--- src/rtl/nfca_pkg.sv ---
// Shared types for the NFC-A transmit framer: FSM states, CRC_A constants, buffer entry.
// Pure declarations; no timing or flow control of its own.
package nfca_pkg;

  typedef enum logic [2:0] {
    ST_IDLE,
    ST_DATA,
    ST_PAR,
    ST_CRC,
    ST_EOF,
    ST_STOP
  } state_t;

  localparam logic [15:0] CRC_A_INIT = 16'h6363;
  localparam logic [15:0] CRC_A_POLY = 16'h8408;

  typedef struct packed {
    logic [7:0] data;
    logic [2:0] datab;
    logic       last;
    logic       crc;
  } buf_entry_t;

  // One LSB-first step of the reflected CRC_A register.
  function automatic logic [15:0] crc_a_bit(input logic [15:0] crc, input logic b);
    logic [15:0] sh;
    sh = crc >> 1;
    return (crc[0] ^ b) ? (sh ^ CRC_A_POLY) : sh;
  endfunction

endpackage

--- src/rtl/nfca_tx_frame_if.sv ---
// Byte stream from the controller plus the bit-request handshake towards the modulator.
// master = controller/modulator side, slave = framer.
interface nfca_tx_frame_if;
  logic       tx_tvalid;
  logic       tx_tready;
  logic [7:0] tx_tdata;
  logic [2:0] tx_tdatab;
  logic       tx_tlast;
  logic       tx_tcrc;
  logic       tx_req;
  logic       tx_en;
  logic       tx_bit;

  modport master (
    output tx_tvalid, tx_tdata, tx_tdatab, tx_tlast, tx_tcrc, tx_req,
    input  tx_tready, tx_en, tx_bit
  );

  modport slave (
    input  tx_tvalid, tx_tdata, tx_tdatab, tx_tlast, tx_tcrc, tx_req,
    output tx_tready, tx_en, tx_bit
  );
endinterface

--- src/rtl/nfca_tx_fifo.sv ---
// Show-ahead synchronous FIFO of buffer entries; dout is valid whenever not empty.
// Write visible one cycle later; push when full and pop when empty are ignored.
module nfca_tx_fifo
  import nfca_pkg::*;
#(
  parameter int BUF_DEPTH = 16
) (
  input  logic                       clk,
  input  logic                       rstn,
  input  logic                       push_i,
  input  buf_entry_t                 din_i,
  input  logic                       pop_i,
  output buf_entry_t                 dout_o,
  output logic                       full_o,
  output logic                       empty_o,
  output logic [$clog2(BUF_DEPTH):0] count_o
);
  localparam int AW = $clog2(BUF_DEPTH);
  localparam logic [AW:0] ONE = 1;

  buf_entry_t    mem_q [BUF_DEPTH];
  logic [AW-1:0] wr_ptr_q, rd_ptr_q;
  logic [AW:0]   count_q;
  logic          wr_en, rd_en;

  assign full_o  = (count_q == (AW+1)'(BUF_DEPTH));
  assign empty_o = (count_q == '0);
  assign count_o = count_q;
  assign dout_o  = mem_q[rd_ptr_q];
  assign wr_en   = push_i & ~full_o;
  assign rd_en   = pop_i & ~empty_o;

  always_ff @(posedge clk) begin
    if (wr_en) mem_q[wr_ptr_q] <= din_i;
  end

  always_ff @(posedge clk or negedge rstn) begin
    if (!rstn) begin
      wr_ptr_q <= '0;
      rd_ptr_q <= '0;
      count_q  <= '0;
    end else begin
      if (wr_en) wr_ptr_q <= wr_ptr_q + 1'b1;
      if (rd_en) rd_ptr_q <= rd_ptr_q + 1'b1;
      case ({wr_en, rd_en})
        2'b10:   count_q <= count_q + ONE;
        2'b01:   count_q <= count_q - ONE;
        default: count_q <= count_q;
      endcase
    end
  end
endmodule

--- src/rtl/nfca_tx_frame.sv ---
// ISO 14443-A transmit framer: SOF, LSB-first data + odd parity, optional CRC_A (NFCA_TX_CRC_EN), EOF.
// One bit per tx_req, outputs registered on the request edge; byte input stalls via tx_tready when full.
module nfca_tx_frame
  import nfca_pkg::*;
#(
  parameter int BUF_DEPTH = 16
) (
  input  logic                  clk,
  input  logic                  rstn,
  nfca_tx_frame_if.slave        bus,
  output logic                  busy,
  output logic                  frame_done,
  output logic                  underrun
);
  localparam int CW = $clog2(BUF_DEPTH) + 1;

  buf_entry_t    wr_entry, fifo_dout;
  logic          fifo_full, fifo_empty, fifo_push, fifo_pop;
  logic [CW-1:0] fifo_cnt;
  logic [CW-1:0] frames_ready_q;
  logic          rdy_q, drop_q;
  logic          start_ok, fsm_pop, wr_last, rd_last;
  logic [3:0]    entry_nbits;

  state_t        state_q;
  logic [7:0]    byte_q;
  logic [3:0]    nbits_q, bit_cnt_q;
  logic          last_q;
  logic          tx_en_q, tx_bit_q, busy_q, frame_done_q, underrun_q;
`ifdef NFCA_TX_CRC_EN
  logic [15:0]   crc_q;
  logic          crc_flag_q, crc_hi_q;
`else
  logic          crc_unused;
  assign crc_unused = fifo_dout.crc;
`endif

  assign wr_entry      = '{data: bus.tx_tdata, datab: bus.tx_tdatab, last: bus.tx_tlast, crc: bus.tx_tcrc};
  assign bus.tx_tready = rdy_q & ~fifo_full;
  assign fifo_push     = bus.tx_tvalid & bus.tx_tready;

  nfca_tx_fifo #(.BUF_DEPTH(BUF_DEPTH)) u_fifo (
    .clk     (clk),
    .rstn    (rstn),
    .push_i  (fifo_push),
    .din_i   (wr_entry),
    .pop_i   (fifo_pop),
    .dout_o  (fifo_dout),
    .full_o  (fifo_full),
    .empty_o (fifo_empty),
    .count_o (fifo_cnt)
  );

  // A full buffer also starts a frame so frames longer than the buffer can stream.
  assign start_ok    = ~drop_q & ~fifo_empty &
                       ((frames_ready_q != '0) || (fifo_cnt == CW'(BUF_DEPTH)));
  assign entry_nbits = (fifo_dout.last && fifo_dout.datab != 3'd0) ? {1'b0, fifo_dout.datab} : 4'd8;

  always_comb begin
    fsm_pop = 1'b0;
    if (bus.tx_req) begin
      case (state_q)
        ST_IDLE: fsm_pop = start_ok;
        ST_PAR:  fsm_pop = ~last_q & ~fifo_empty;
        default: fsm_pop = 1'b0;
      endcase
    end
  end

  assign fifo_pop = fsm_pop | (drop_q & ~fifo_empty);
  assign wr_last  = fifo_push & bus.tx_tlast;
  assign rd_last  = fifo_pop & fifo_dout.last;

  always_ff @(posedge clk or negedge rstn) begin
    if (!rstn) begin
      rdy_q          <= 1'b0;
      frames_ready_q <= '0;
    end else begin
      rdy_q          <= 1'b1;
      frames_ready_q <= frames_ready_q + CW'(wr_last) - CW'(rd_last);
    end
  end

  always_ff @(posedge clk or negedge rstn) begin
    if (!rstn) begin
      state_q      <= ST_IDLE;
      byte_q       <= '0;
      nbits_q      <= 4'd8;
      bit_cnt_q    <= '0;
      last_q       <= 1'b0;
      drop_q       <= 1'b0;
      tx_en_q      <= 1'b0;
      tx_bit_q     <= 1'b0;
      busy_q       <= 1'b0;
      frame_done_q <= 1'b0;
      underrun_q   <= 1'b0;
`ifdef NFCA_TX_CRC_EN
      crc_q        <= CRC_A_INIT;
      crc_flag_q   <= 1'b0;
      crc_hi_q     <= 1'b0;
`endif
    end else begin
      frame_done_q <= 1'b0;
      underrun_q   <= 1'b0;
      if (drop_q && !fifo_empty && fifo_dout.last) drop_q <= 1'b0;
      if (bus.tx_req) begin
        case (state_q)
          ST_IDLE: begin
            if (start_ok) begin
              tx_en_q   <= 1'b1;
              tx_bit_q  <= 1'b0;
              busy_q    <= 1'b1;
              byte_q    <= fifo_dout.data;
              last_q    <= fifo_dout.last;
              nbits_q   <= entry_nbits;
              bit_cnt_q <= '0;
              state_q   <= ST_DATA;
`ifdef NFCA_TX_CRC_EN
              crc_q      <= CRC_A_INIT;
              crc_flag_q <= fifo_dout.crc;
`endif
            end else begin
              tx_en_q <= 1'b0;
            end
          end
          ST_DATA: begin
            tx_bit_q  <= byte_q[bit_cnt_q[2:0]];
            bit_cnt_q <= bit_cnt_q + 4'd1;
`ifdef NFCA_TX_CRC_EN
            crc_q     <= crc_a_bit(crc_q, byte_q[bit_cnt_q[2:0]]);
`endif
            // A short final byte carries no parity and ends the frame directly.
            if (bit_cnt_q == nbits_q - 4'd1)
              state_q <= (nbits_q == 4'd8) ? ST_PAR : ST_EOF;
          end
          ST_PAR: begin
            tx_bit_q <= ~^byte_q;
            if (last_q) begin
`ifdef NFCA_TX_CRC_EN
              if (crc_flag_q) begin
                byte_q    <= crc_q[7:0];
                bit_cnt_q <= '0;
                crc_hi_q  <= 1'b0;
                state_q   <= ST_CRC;
              end else begin
                state_q <= ST_EOF;
              end
`else
              state_q <= ST_EOF;
`endif
            end else if (!fifo_empty) begin
              byte_q    <= fifo_dout.data;
              last_q    <= fifo_dout.last;
              nbits_q   <= entry_nbits;
              bit_cnt_q <= '0;
              state_q   <= ST_DATA;
            end else begin
              underrun_q <= 1'b1;
              drop_q     <= 1'b1;
              state_q    <= ST_EOF;
            end
          end
`ifdef NFCA_TX_CRC_EN
          ST_CRC: begin
            // Count 0..7 are data bits, 8 is the parity slot of the current CRC byte.
            if (bit_cnt_q == 4'd8) begin
              tx_bit_q  <= ~^byte_q;
              bit_cnt_q <= '0;
              if (crc_hi_q) begin
                state_q <= ST_EOF;
              end else begin
                crc_hi_q <= 1'b1;
                byte_q   <= crc_q[15:8];
              end
            end else begin
              tx_bit_q  <= byte_q[bit_cnt_q[2:0]];
              bit_cnt_q <= bit_cnt_q + 4'd1;
            end
          end
`endif
          ST_EOF: begin
            tx_bit_q <= 1'b0;
            state_q  <= ST_STOP;
          end
          ST_STOP: begin
            tx_en_q      <= 1'b0;
            frame_done_q <= 1'b1;
            busy_q       <= 1'b0;
            state_q      <= ST_IDLE;
          end
          default: state_q <= ST_IDLE;
        endcase
      end
    end
  end

  assign bus.tx_en  = tx_en_q;
  assign bus.tx_bit = tx_bit_q;
  assign busy       = busy_q;
  assign frame_done = frame_done_q;
  assign underrun   = underrun_q;
endmodule
--- src/flat_wrapper.sv ---
// flat-port wrapper written by rule: the top's interface ports become plain ports
module nfca_tx_frame_flat import nfca_pkg::*;
#(
  parameter int BUF_DEPTH = 16
)
  (clk, rstn, busy, frame_done, underrun, bus_tx_tvalid, bus_tx_tdata, bus_tx_tdatab, bus_tx_tlast, bus_tx_tcrc, bus_tx_req, bus_tx_tready, bus_tx_en, bus_tx_bit);
  nfca_tx_frame_if bus_i ();
  input  logic clk;
  input  logic rstn;
  output logic busy;
  output logic frame_done;
  output logic underrun;
  input wire logic [$bits(bus_i.tx_tvalid)-1:0] bus_tx_tvalid;
  input wire logic [$bits(bus_i.tx_tdata)-1:0] bus_tx_tdata;
  input wire logic [$bits(bus_i.tx_tdatab)-1:0] bus_tx_tdatab;
  input wire logic [$bits(bus_i.tx_tlast)-1:0] bus_tx_tlast;
  input wire logic [$bits(bus_i.tx_tcrc)-1:0] bus_tx_tcrc;
  input wire logic [$bits(bus_i.tx_req)-1:0] bus_tx_req;
  output wire logic [$bits(bus_i.tx_tready)-1:0] bus_tx_tready;
  output wire logic [$bits(bus_i.tx_en)-1:0] bus_tx_en;
  output wire logic [$bits(bus_i.tx_bit)-1:0] bus_tx_bit;
  assign bus_i.tx_tvalid = bus_tx_tvalid;
  assign bus_i.tx_tdata = bus_tx_tdata;
  assign bus_i.tx_tdatab = bus_tx_tdatab;
  assign bus_i.tx_tlast = bus_tx_tlast;
  assign bus_i.tx_tcrc = bus_tx_tcrc;
  assign bus_i.tx_req = bus_tx_req;
  assign bus_tx_tready = bus_i.tx_tready;
  assign bus_tx_en = bus_i.tx_en;
  assign bus_tx_bit = bus_i.tx_bit;
  nfca_tx_frame #(.BUF_DEPTH(BUF_DEPTH)) u_core (.clk(clk), .rstn(rstn), .bus(bus_i), .busy(busy), .frame_done(frame_done), .underrun(underrun));
endmodule
--- config.mk ---
export PLATFORM = sky130hd
export DESIGN_NAME = nfca_tx_frame_flat
export DESIGN_NICKNAME = d
export VERILOG_FILES = /design/src/rtl/nfca_pkg.sv /design/src/rtl/nfca_tx_frame_if.sv /design/src/rtl/nfca_tx_fifo.sv /design/src/rtl/nfca_tx_frame.sv /design/src/flat_wrapper.sv
export SDC_FILE = /design/constraint.sdc
export NUM_CORES = 1
export LEC_CHECK = 0
export ABC_AREA = 1
export BUFFER_PORTS_ARGS = -buffer_cell sky130_fd_sc_hd__buf_2
export CORE_MARGIN = 4
export CORE_UTILIZATION = 30
export CTS_CLUSTER_DIAMETER = 150
export DETAILED_ROUTE_END_ITERATION = 8
export HOLD_SLACK_MARGIN = 0.03
export PLACE_DENSITY = 0.48
export REMOVE_ABC_BUFFERS = 1
export SYNTH_ARGS = -nofsm -noshare
export SYNTH_HDL_FRONTEND = slang
export SYNTH_SLANG_ARGS = --single-unit
--- constraint.sdc ---
create_clock -name clk -period 3.3 [get_ports clk]
set_input_delay 0.495 -clock clk [delete_from_list [all_inputs] [get_ports clk]]
set_output_delay 0.495 -clock clk [all_outputs]
set_load 0.03 [all_outputs]
[Word level (Yosys, flattened, before mapping)]
Memory sizes are Yosys's and may differ from the RTL's.
Index checks and enable logic that the tools add are counted.
Word-level totals
  register bits: 45
  memory bits (writable): 208
  input bits: 17
  output and inout bits: 6
  memories: 1
Operators by class
  add/sub/neg operators: 8
  order comparisons: 1
  equal/unequal tests: 13
  multiplexer cells: 47
  bitwise operators: 15
  reductions and logical operators: 22
Memory list
  u_core.u_fifo.mem_q: words 16, width 13, rd ports 1, clocked after memory_dff 0, write ports 1, line nfca_tx_fifo.sv:21  | buf_entry_t mem_q [BUF_DEPTH];
Operators by type and width (number)
  $mux W4: 7
  $mux W8: 3
  $mux W1: 21
  $pmux W8 S2: 1
  $mux W3: 5
  $add A4 B1 Y4 const B: 3
  $pmux W3 S4: 1
  $pmux W4 S3: 1
  $reduce_and A3 Y1: 4
  $and A1 B1 Y1: 10
  $pmux W5 S2: 1
  $reduce_and A5 Y1: 2
  $pmux W1 S2: 4
  $pmux W4 S2: 1
  $reduce_xnor A8 Y1: 1
  $eq A3 B3 Y1 const B: 2
  $reduce_bool A2 Y1: 3
  $reduce_bool A3 Y1: 2
  $add A5 B1 Y5: 1
  $add A5 B1 Y5 const B: 1
  $eq A5 B5 Y1 const B: 1
  $logic_not A5 Y1: 1
  $reduce_bool A5 Y1: 1
  $sub A5 B1 Y5: 1
  other kinds (21): 28

[Longest topological paths before layout]
Gate-level depths: netlist of run 1.
  depth after elaboration: 10
  mapped depth: 19
  depth with buffers taken out: 19

[Hierarchy]
Synthesis of run 1 repeated with hierarchy kept, for this count alone.
Second synthesis, totals
  cells, all modules: 1230
  area, all modules: 11907.7 µm²
By module, submodules not included
  nfca_tx_fifo: instances 1, cells an instance 932, area an instance 9753.1 µm²
  nfca_tx_frame: instances 1, cells an instance 298, area an instance 2154.6 µm²

[Worst setup path after synthesis of run 1]
OpenSTA, ideal clock, no wires.
  path type: register to register
  start: register u_core.frames_ready_q[3]
  end: register u_core.frames_ready_q[4]
  setup time: 0.128 ns
  arrival: 2.550 ns
  required time: 3.172 ns
  slack: 0.622 ns
  cell stages (with the launch flop): 20
  period minus slack after synthesis: 2.678 ns
  cells stage by stage: dfrtp_1 inv_1 ha_1 nand2_1 nor2_1 nand2_1 nand4_1 nand2_1 nand2_2 nand2_4 nand2_1 inv_1 ha_1 inv_1 ha_1 inv_1 fa_1 o21ai_0 a21oi_1 xor2_1
Between the ends
  word-level cells in the longest chain between the ends: 8
  elaborated cells between the ends (all ways): 9
Ends and longest elaborated chain
  start, declared: line nfca_tx_frame.sv:20  | logic [CW-1:0] frames_ready_q;
  start signal, assigned: line nfca_tx_frame.sv:80  | frames_ready_q <= frames_ready_q + CW'(wr_last) - CW'(rd_last);
  $reduce_bool A5 Y1: line nfca_tx_frame.sv:56  | ((frames_ready_q != '0) || (fifo_cnt == CW'(BUF_DEPTH)));
  $logic_or A1 B1 Y1: line nfca_tx_frame.sv:56
  $and A1 B1 Y1: line nfca_tx_frame.sv:55  | assign start_ok = ~drop_q & ~fifo_empty &
  $pmux W1 S2: line nfca_tx_frame.sv:62  | case (state_q)
  $mux W1: line nfca_tx_frame.sv:61  | if (bus.tx_req) begin
  $or A1 B1 Y1: line nfca_tx_frame.sv:70  | assign fifo_pop = fsm_pop | (drop_q & ~fifo_empty);
  $and A1 B1 Y1: line nfca_tx_frame.sv:72  | assign rd_last = fifo_pop & fifo_dout.last;
  $sub A5 B1 Y5 *: line nfca_tx_frame.sv:80
Every way passes the cells marked *; elsewhere a longest branch is shown, timed or not.
A chain may end at the register's enable or synchronous reset.

[Worst setup path in the final report of run 1]
Ends and elaborated chain as after synthesis.

==> metrics.txt, run 1 <==
status=completed; worst slew pin tran=between 1 and 1.5 ns; CP startpoint kind=flop; slowest stage delay, CP=around 0.42 ns; mapped cell area=10500 sq um; largest net degree at the start of global routing=58; initial antenna violation count=0; Port Buffers=21; layout cells sized above 1=10.6%; placed cell areas=11100 sq um; clk_lat worst skew=0.54 ns; LEAKAGE=0.00452 uW; Clock Sinks=~240; cells along the critical path=inv_1 -> ha_1 -> nand2_1 -> nor2_1 -> nand2_1 -> nand4_1 -> nand2_1 -> nand2_2 -> nand2_4 -> nand2_1 -> inv_1 -> ha_1 -> inv_1 -> ha_1 -> inv_1 -> fa_1 -> o21ai_0 -> a21oi_1 -> xor2_1; Post-CTS Setup Inserts=0; r2r startpoint=u_core.frames_ready_q[3]; Crit-path slowest cell=fa_1; Avg Inst Size Synth=roughly 11 sq um; Detail Route Antenna Nets=0; Clock Pin Slew Worst Setup and Hold Paths=~0.060 ns; Total Wirelength=24500 um; DRT iter0 DRCs=381; post-synth top area share=55.2%; commonest non-fill, non-tap cell in the layout=edfxtp_1; instance count of the mapped netlist=roughly 940; commonest non-fill, non-tap cells in the layout=192 x edfxtp_1, 149 x nand2_1, 135 x nor2_1, 94 x o21ai_0, 81 x inv_1; top post-synthesis cells by area=edfxtp_1 55%, dfrtp_1 11%, nand2_1 5.4%, nor2_1 4.8%, o21ai_0 4.5%; fraction of registers with async set or reset after synthesis=19.0%; initial core utilization=30.3%; Die Span X=195 um; Die Ht=195 um; sequential fraction of the synthesis area=66.0%; CTS H-tree lvls=1; Yosys cell types=41; row cnt=slightly below 70; Longest Clk Path Bufs=3; vias=6656; Fin. Hold Viols=0; setup ws final=0.388 ns; CP Class=flop to flop; RR Endpoint=u_core.frames_ready_q[4]; RePlAce Congestion=between 0.7 and 0.8; # DRC=0; Max IR drop VDD=0.458 mV; CTS tree=built; warnings from Yosys=0; remaining global-route overflow=0; Die ar.=about 38000 sq um; fmax=~340 MHz; skew final=0.0253 ns; register bit total from synthesis=237; TritonCTS Buffers=26; Setup violations, final=0; RSZ-0062 raised after global routing=false; Slew Limit Fails=0; vias in the first global route=6699; CP required=3.71 ns; PD cells=around 880 nW/um^2; P&R area growth vs syn=13.8%; cell area after layout=11900 sq um; first-pass GRT wire length=39400 um; Critical Path AT=3.32 ns; CTS-repair resized insts=0; routed len/inst=between 15 and 20 um; minimum clock period=just under 3 ns; utilization after layout=34.5%; Via-to-Cell Ratio=4.59; max_cap viols=0; critical path peak fanout=9; DR pass1 iterations=4; CTS Root Cell=clkbuf_16; dpl ws=0.327 ns; Worst R2R Setup Slack=0.39 ns; Final Cycle Share=88.3%; hold buffer count at CTS=0; GRT Total Usage=13.1%; Top FF cell, synth=edfxtp_1; HP Class=input pin to asynchronous set/reset pin; Slew headroom=23.2%; number of synthesized flops with an enable pin=192; core area=34500 sq um; Yosys top cell by area=edfxtp_1; Ports=23; antenna cells=0; NumNets Final=1014; nature of the critical path endpoint=flop; R2R cell count=19; HPWL after detailed placement=14500 um
## layout make-up
class / count / area, sq um
Tap cell: 455 / 569
Multi-Input combinational cell: 576 / 2960
Inverter: 86 / 328
Timing Repair Buffer: 50 / 323
Clock inverter: 11 / 126
Clock buffer: 34 / 691
Sequential cell: 237 / 6900
Fill cell: 3449 / 22600
## report_power, final
group          leakage (uW)  internal [uW]  switching [uW]  total (uW)
registers           0.00228           3610             310        3920
clock network      0.000393           1630            1160        2790
logic               0.00185           1260            2480        3740
## kinds of logic (layout without fill, tap and decap cells)
kind of cell,after synthesis,count (layout),synth area share (%)
DFF,237,237,66.0
buffers and inverters,129,181,5.74
adders and majority gates,20,20,2.54
xor gates and xnor gates,24,24,2.01
AOI/OAI and AO/OA,162,162,8.85
and+or+nand+nor,369,369,14.9
other,1,1,0.0359
## through the flow
step	hold slack [ns]	power, uW	TNS [ns]	instances
final	0.0866	10500	0	1449
after global routing	0.142	11300	0	1449
after CTS	0.111	10600	0	1449
after detailed placement	0.452	7790	0	1404
after global placement	0.450	7750	0	1404
after floorplan	0.199	6530	-4.20	899
## flip-flops by register name, summed over array words and instances (netlist names)
register and count:
u_core.bit_cnt_q 4, u_core.bus.tx_bit 1, u_core.bus.tx_en 1, u_core.busy 1
u_core.byte_q 8, u_core.drop_q 1, u_core.frame_done 1, u_core.frames_ready_q 5
u_core.last_q 1, u_core.nbits_q 4, u_core.rdy_q 1, u_core.state_q 3
u_core.u_fifo.count_o 5, u_core.u_fifo.mem_q 192, u_core.u_fifo.rd_ptr_q 4, u_core.u_fifo.wr_ptr_q 4
u_core.underrun 1
## per-layer routing
layer / up-vias / GRT usage [%] / part of all wire [%]
li1: 3303 / - / -
met5: - / 0 / 0
met2: 105 / 21.4 / 47
met1: 3212 / 18.6 / 47
met3: 36 / 1.79 / 4.1
met4: 0 / 3.18 / 2.5
## critical path, delay by kind of cell, from the launching register on
family          cells  cell delay, ns
xor+xnor            1            0.14
flops               1            0.39
buf+inv             4            0.24
simple gates        8            0.76
compound gates      2            0.28
fa+ha+maj           4            0.98
## worst max-delay path by stage
| stage | startpoint | endpoint | slack [ns] | cells past startpoint |
|---|---|---|---|---|
| floorplan | u_core.u_fifo.rd_ptr_q[0] | u_core.frames_ready_q[4] | -1.18 | 15 |
| global placement | u_core.frames_ready_q[3] | u_core.frames_ready_q[4] | 0.34 | 19 |
| detailed placement | u_core.frames_ready_q[2] | u_core.frames_ready_q[4] | 0.33 | 19 |
| CTS | u_core.frames_ready_q[3] | u_core.frames_ready_q[4] | 0.31 | 19 |
| global route | u_core.frames_ready_q[3] | u_core.frames_ready_q[4] | 0.08 | 19 |
| finish | u_core.frames_ready_q[3] | u_core.frames_ready_q[4] | 0.39 | 19 |
## cells in the mapped netlist (14+ instances only)
master	count
edfxtp_1	192
o211ai_1	29
ha_1	18
nor2_1	135
buf_2	19
dfrtp_1	44
a21oi_1	14
nand3_1	63
nand2_1	149
o21ai_0	94
inv_1	81
Note: power is estimated with default switching activity, not from simulation.
==> run 2: changes to the inputs <==
--- a/config.mk
+++ b/config.mk
@@ -8,11 +8,11 @@
 export ABC_AREA = 1
 export BUFFER_PORTS_ARGS = -buffer_cell sky130_fd_sc_hd__buf_2
 export CORE_MARGIN = 4
-export CORE_UTILIZATION = 30
+export CORE_UTILIZATION = 45
 export CTS_CLUSTER_DIAMETER = 150
 export DETAILED_ROUTE_END_ITERATION = 8
 export HOLD_SLACK_MARGIN = 0.03
-export PLACE_DENSITY = 0.48
+export PLACE_DENSITY = 0.64
 export REMOVE_ABC_BUFFERS = 1
 export SYNTH_ARGS = -nofsm -noshare
 export SYNTH_HDL_FRONTEND = slang
==> metrics.txt, run 2 (synthesis results as in run 1) <==
status=completed; placed cell areas=10900 sq um (-1.7%); commonest non-fill, non-tap cell in the layout=edfxtp_1; NumNets Final=1016 (+0.20%); hold buffer count at CTS=0 (unchanged); Port Buffers=21 (unchanged); row cnt=55 (-19%); utilization after layout=52.0% (+18 points); layout cells sized above 1=11.3% (+0.75 points); Comb pwr share=34.7% (-1.1 points); DR pass1 iterations=5 (+1); CP required=3.71 ns (about the same); CTS-repair resized insts=0 (unchanged); first-pass GRT wire length=36800 um (-6.6%); vias in the first global route=6580 (-1.8%); remaining global-route overflow=0 (unchanged); DRT iter0 DRCs=643 (+69%); HPWL after detailed placement=13900 um (-3.8%); dpl ws=0.330 ns (+0.00301 ns); CTS tree=built; multi-input gate area in the final layout=2960 sq um (unchanged); largest reg by FF count=u_core.u_fifo.mem_q; RePlAce Congestion=0.790 (+3.8%); hold slack=0.140 ns (+0.0531 ns); r2r startpoint=u_core.frames_ready_q[3]; antenna cells=0 (unchanged); CTS H-tree lvls=1 (unchanged); cell area after layout=11800 sq um (-0.64%); critical path peak fanout=9 (unchanged); nature of the critical path endpoint=flop; Clock power frac=28.8% (+2.1 points); PD cells=912 nW/um^2 (+3.7%); Die Ht=160 um (-18%); RR Endpoint=u_core.frames_ready_q[4]; initial antenna violation count=0 (unchanged); Die ar.=25700 sq um (-32%); routed len/inst=18.1 um (+7.1%); Slew Limit Fails=0 (unchanged); HP Class=input pin to asynchronous set/reset pin; skew final=0.0209 ns (-0.00434 ns); worst slew pin tran=1.07 ns (-0.0773 ns); TritonCTS Buffers=26 (unchanged); P&R area growth vs syn=13.1%; vias=6869 (+3.2%); Via-to-Cell Ratio=5.35 (+16%); max FFs per register=192 (unchanged); Clock Sinks=237 (unchanged); commonest non-fill, non-tap cells in the layout=192 x edfxtp_1, 149 x nand2_1, 135 x nor2_1, 94 x o21ai_0, 81 x inv_1; Setup violations, final=0 (unchanged); R2R cell count=19 (unchanged); fmax=341 MHz (-0.56%); Sw Pwr=3970 uW (+0.34%); Clock Pin Slew Worst Setup and Hold Paths=0.07 ns (about the same); core area=22700 sq um (-34%); LEAKAGE=0.00459 uW (+1.5%); Post-CTS Setup Inserts=0 (unchanged); Total Wirelength=23300 um (-5.1%); # DRC=0 (unchanged); largest net degree at the start of global routing=64 (+10%); Longest Clk Path Bufs=3 (unchanged); Critical Path AT=3.34 ns (+0.02 ns); Ports=23 (unchanged); sequential cell area=6900 sq um (unchanged); RSZ-0062 raised after global routing=false; Slew headroom=28.7% (+5.4 points); Final Cycle Share=88.8% (+0.50 points); GRT Total Usage=18.0% (+4.9 points); Seq pwr share=36.5% (-1.0 points); Fin. Hold Viols=0 (unchanged); registers with the most flip-flops=u_core.u_fifo.mem_q: 192 flops, u_core.byte_q: 8 flops; total power=10800 uW (+3.1%); internal power=6810 uW (+4.7%); Detail Route Antenna Nets=0 (unchanged); minimum clock period=2.93 ns (+0.0165 ns); Filler cells=1963 (-43%); CP Class=flop to flop; Sw Ratio=36.8% (-1.0 points); initial core utilization=46.0% (+16 points); max_cap viols=0 (unchanged); Max IR drop VDD=0.471 mV (+2.7%); Worst R2R Setup Slack=0.37 ns (-0.02 ns); Die Span X=160 um (-18%); clk_lat worst skew=0.55 ns (about the same); setup ws final=0.371 ns (-0.0165 ns); CTS Root Cell=clkbuf_16; CP startpoint kind=flop
run 2: cell count changes in the layout (fill, tap and decap cells not counted), sizes merged:
cell      change
clkbuf        -2
clkinvlp      +1
clkinv        +1
bufinv        +4
inv           -1
buf           +2
run 2: per-stage QoR:
stage / cells / TNS [ns]
global route: 1284 / 0
global placement: 1236 / 0
detailed placement: 1236 / 0
CTS: 1284 / 0
finish: 1284 / 0
floorplan: 899 / -4.20
run 2: power groups by stage:
| stage | Sequential [uW] | Clock, uW | Combinational (uW) |
|---|---|---|---|
| floorplan | 4100 | 0 | 2430 |
| global placement | 3980 | 0 | 3670 |
| detailed placement | 3990 | 0 | 3750 |
| CTS | 3930 | 3150 | 3780 |
| global route | 3980 | 3300 | 4240 |
| finish | 3940 | 3100 | 3740 |
run 2: layout make-up:
| class | count | area share, % |
|---|---|---|
| multi-input cells | 576 | 25.0 |
| clock inverters | 16 | 2.14 |
| well taps | 285 | 3.02 |
| inverters | 86 | 2.77 |
| repair buffers | 52 | 2.97 |
| flip-flops and latches | 237 | 58.4 |
| clock buffers | 32 | 5.70 |
run 2: worst max-delay path, cell delays in order (launching register included):
cell     delay [ns]
dfrtp_1        0.38
inv_1          0.08
ha_1           0.13
nand2_1        0.05
nor2_1         0.10
nand2_1        0.08
nand4_1        0.14
nand2_1        0.09
nand2_2        0.14
nand2_4        0.12
nand2_1        0.07
inv_1          0.04
ha_1           0.27
inv_1          0.05
ha_1           0.16
inv_1          0.06
fa_1           0.43
o21ai_0        0.17
a21oi_1        0.10
xor2_1         0.14
run 2: how the worst max path moves through the flow:
stage | from | to | slack [ns] | cells past startpoint
after floorplan | u_core.u_fifo.rd_ptr_q[0] | u_core.frames_ready_q[4] | -1.18 | 15
after global placement | u_core.frames_ready_q[3] | u_core.frames_ready_q[4] | 0.36 | 19
after detailed placement | u_core.frames_ready_q[3] | u_core.frames_ready_q[4] | 0.33 | 19
after CTS | u_core.frames_ready_q[3] | u_core.frames_ready_q[4] | 0.32 | 19
after global routing | u_core.frames_ready_q[3] | u_core.frames_ready_q[4] | 0.10 | 19
final | u_core.frames_ready_q[3] | u_core.frames_ready_q[4] | 0.37 | 19
run 2: layer usage:
layer	share of wire (%)	global-route usage [%]	wire length, um	vias to the layer above
met1	44	24.6	10200	3338
met3	5.7	3.00	1320	44
met4	2.9	5.48	679	0
met2	48	29.9	11100	184
li1	-	-	-	3303
met5	0	0	0	-
==> run 3: changes to the inputs <==
--- a/config.mk
+++ b/config.mk
@@ -9,6 +9,7 @@
 export BUFFER_PORTS_ARGS = -buffer_cell sky130_fd_sc_hd__buf_2
 export CORE_MARGIN = 4
 export CORE_UTILIZATION = 45
+export CTS_BUF_LIST = sky130_fd_sc_hd__clkbuf_8
 export CTS_CLUSTER_DIAMETER = 150
 export DETAILED_ROUTE_END_ITERATION = 8
 export HOLD_SLACK_MARGIN = 0.03
==> metrics.txt, run 3 (synthesis results as in run 1) <==
row cnt=55 (unchanged); initial antenna violation count=0 (unchanged); clk_lat worst skew=0.54 ns (about the same); Filler cells=2000 (+1.9%); Die Ht=160 um (unchanged); Clock power frac=23.6% (-5.2 points); remaining global-route overflow=0 (unchanged); CTS-repair resized insts=0 (unchanged); fin cells=1311 (+2.1%); skew final=0.0203 ns (-0.000668 ns); hold buffer count at CTS=0 (unchanged); DR pass1 iterations=5 (unchanged); CP startpoint kind=flop; cells along the critical path=inv_1 -> ha_1 -> nand2_1 -> nor2_1 -> nand2_1 -> nand4_1 -> nand2_1 -> nand2_2 -> nand2_4 -> nand2_1 -> inv_1 -> ha_1 -> inv_1 -> ha_1 -> inv_1 -> fa_1 -> o21ai_0 -> a21oi_1 -> xor2_1; worst slew pin tran=1.06 ns (-0.0117 ns); CP Class=flop to flop; Via-to-Cell Ratio=5.26 (-1.6%); Die ar.=25700 sq um (unchanged); slowest stage delay, CP=0.43 ns (about the same); critical path peak fanout=9 (unchanged); Ports=23 (unchanged); registers with the most flip-flops=u_core.u_fifo.mem_q: 192 flops, u_core.byte_q: 8 flops; CTS tree=built; commonest non-fill, non-tap cells in the layout=192 x edfxtp_1, 149 x nand2_1, 135 x nor2_1, 96 x inv_1, 94 x o21ai_0; commonest non-fill, non-tap cell in the layout=edfxtp_1; Critical Path AT=3.33 ns (about the same); RePlAce Congestion=0.790 (unchanged); CP required=3.71 ns (about the same); Sw Pwr=3930 uW (-0.99%); # DRC=0 (unchanged); max_cap viols=0 (unchanged); Seq pwr share=39.2% (+2.7 points); largest net degree at the start of global routing=64 (unchanged); P&R area growth vs syn=11.2%; Max IR drop VDD=0.366 mV (-22%); max FFs per register=192 (unchanged); GRT Total Usage=18.1% (+0.074 points); HPWL after detailed placement=13900 um (unchanged); Detail Route Antenna Nets=0 (unchanged); core area=22700 sq um (unchanged); TritonCTS Buffers=41 (+58%); vias in the first global route=6737 (+2.4%); internal power=6100 uW (-10%); placed cell areas=10900 sq um (unchanged); initial core utilization=46.0% (unchanged); CTS H-tree lvls=2 (+1); Sw Ratio=39.2% (+2.4 points); Clock Sinks=237 (unchanged); largest reg by FF count=u_core.u_fifo.mem_q; Total Wirelength=23200 um (-0.22%); RSZ-0062 raised after global routing=false; Setup violations, final=0 (unchanged); Fin. Hold Viols=0 (unchanged); antenna cells=0 (unchanged); crit path buf inv count=4 (unchanged); vias=6899 (+0.44%); Post-CTS Setup Inserts=0 (unchanged); sequential cell area=6900 sq um (unchanged); Slew headroom=29.5% (+0.78 points); fmax=342 MHz (about the same); placed cells=1236 (unchanged); CTS Root Cell=clkbuf_8; status=completed; DRT iter0 DRCs=608 (-5.4%); Crit-path slowest cell=fa_1; multi-input gate area in the final layout=2960 sq um (unchanged); Die Span X=160 um (unchanged); nature of the critical path endpoint=flop; Crit path max-delay family=adder cells; Longest Clk Path Bufs=3 (unchanged); Final Cycle Share=88.7% (about the same); LEAKAGE=0.00457 uW (-0.32%); layout cells sized above 1=12.2% (+0.87 points); HP Class=input pin to asynchronous set/reset pin; first-pass GRT wire length=36800 um (+0.15%); minimum clock period=2.93 ns (-0.000719 ns); Comb pwr share=37.2% (+2.5 points); routed len/inst=17.7 um (-2.3%); Port Buffers=21 (unchanged); NumNets Final=1031 (+1.5%); Clock Pin Slew Worst Setup and Hold Paths=0.06 ns (about the same); cell area after layout=11600 sq um (-1.6%); PD cells=863 nW/um^2 (-5.4%); Slew Limit Fails=0 (unchanged)
## run 3: layout make-up
cell class                      instances  share of cell area, %
Sequential cell                       237                   59.3
Multi-Input combinational cell        576                   25.5
Clock buffer                           43                   5.09
Tap cell                              285                   3.07
Timing Repair Buffer                   52                   3.01
Inverter                               86                   2.82
Clock inverter                         32                   1.22
## run 3: worst paths after layout
path | start | end | slack (ns) | depth (start not counted)
min in group clk | bus_tx_req | u_core.state_q[1] | 0.31 | 3
setup reg to reg | u_core.frames_ready_q[3] | u_core.frames_ready_q[4] | 0.37 | 19
hold / removal | rstn | u_core.byte_q[2] | 0.14 | 1
setup / recovery | u_core.frames_ready_q[3] | u_core.frames_ready_q[4] | 0.37 | 19
max in group asynchronous | rstn | u_core.u_fifo.rd_ptr_q[1] | 2.44 | 1
hold reg to reg | u_core.last_q | u_core.underrun | 0.45 | 1
## run 3: stage by stage
| step | power, uW | hold WS, ns | worst slack, ns | utilization [%] | TNS (ns) |
|---|---|---|---|---|---|
| 2_1_floorplan | 6530 | 0.199 | -1.18 | - | -4.20 |
| 3_3_place_gp | 7650 | 0.444 | 0.357 | 47.9 | 0 |
| 3_5_place_dp | 7740 | 0.440 | 0.330 | 47.9 | 0 |
| 4_1_cts | 10100 | 0.180 | 0.324 | 51.2 | 0 |
| 5_1_grt | 10800 | 0.238 | 0.104 | 51.2 | 0 |
| 6_report | 10000 | 0.143 | 0.372 | 51.2 | 0 |
## run 3: layer usage
metal,GRT usage (%),wire (um),up-vias
met5,0,0,-
met2,29.8,11100,225
met3,3.64,1720,41
met1,24.4,9900,3298
met4,5.79,470,0
li1,-,-,3335
## run 3: power groups by stage
stage / combinational (uW) / clock (uW) / sequential (uW)
2_1_floorplan: 2430 / 0 / 4100
3_3_place_gp: 3670 / 0 / 3980
3_5_place_dp: 3750 / 0 / 3990
4_1_cts: 3770 / 2430 / 3930
5_1_grt: 4230 / 2590 / 3980
6_report: 3730 / 2360 / 3930
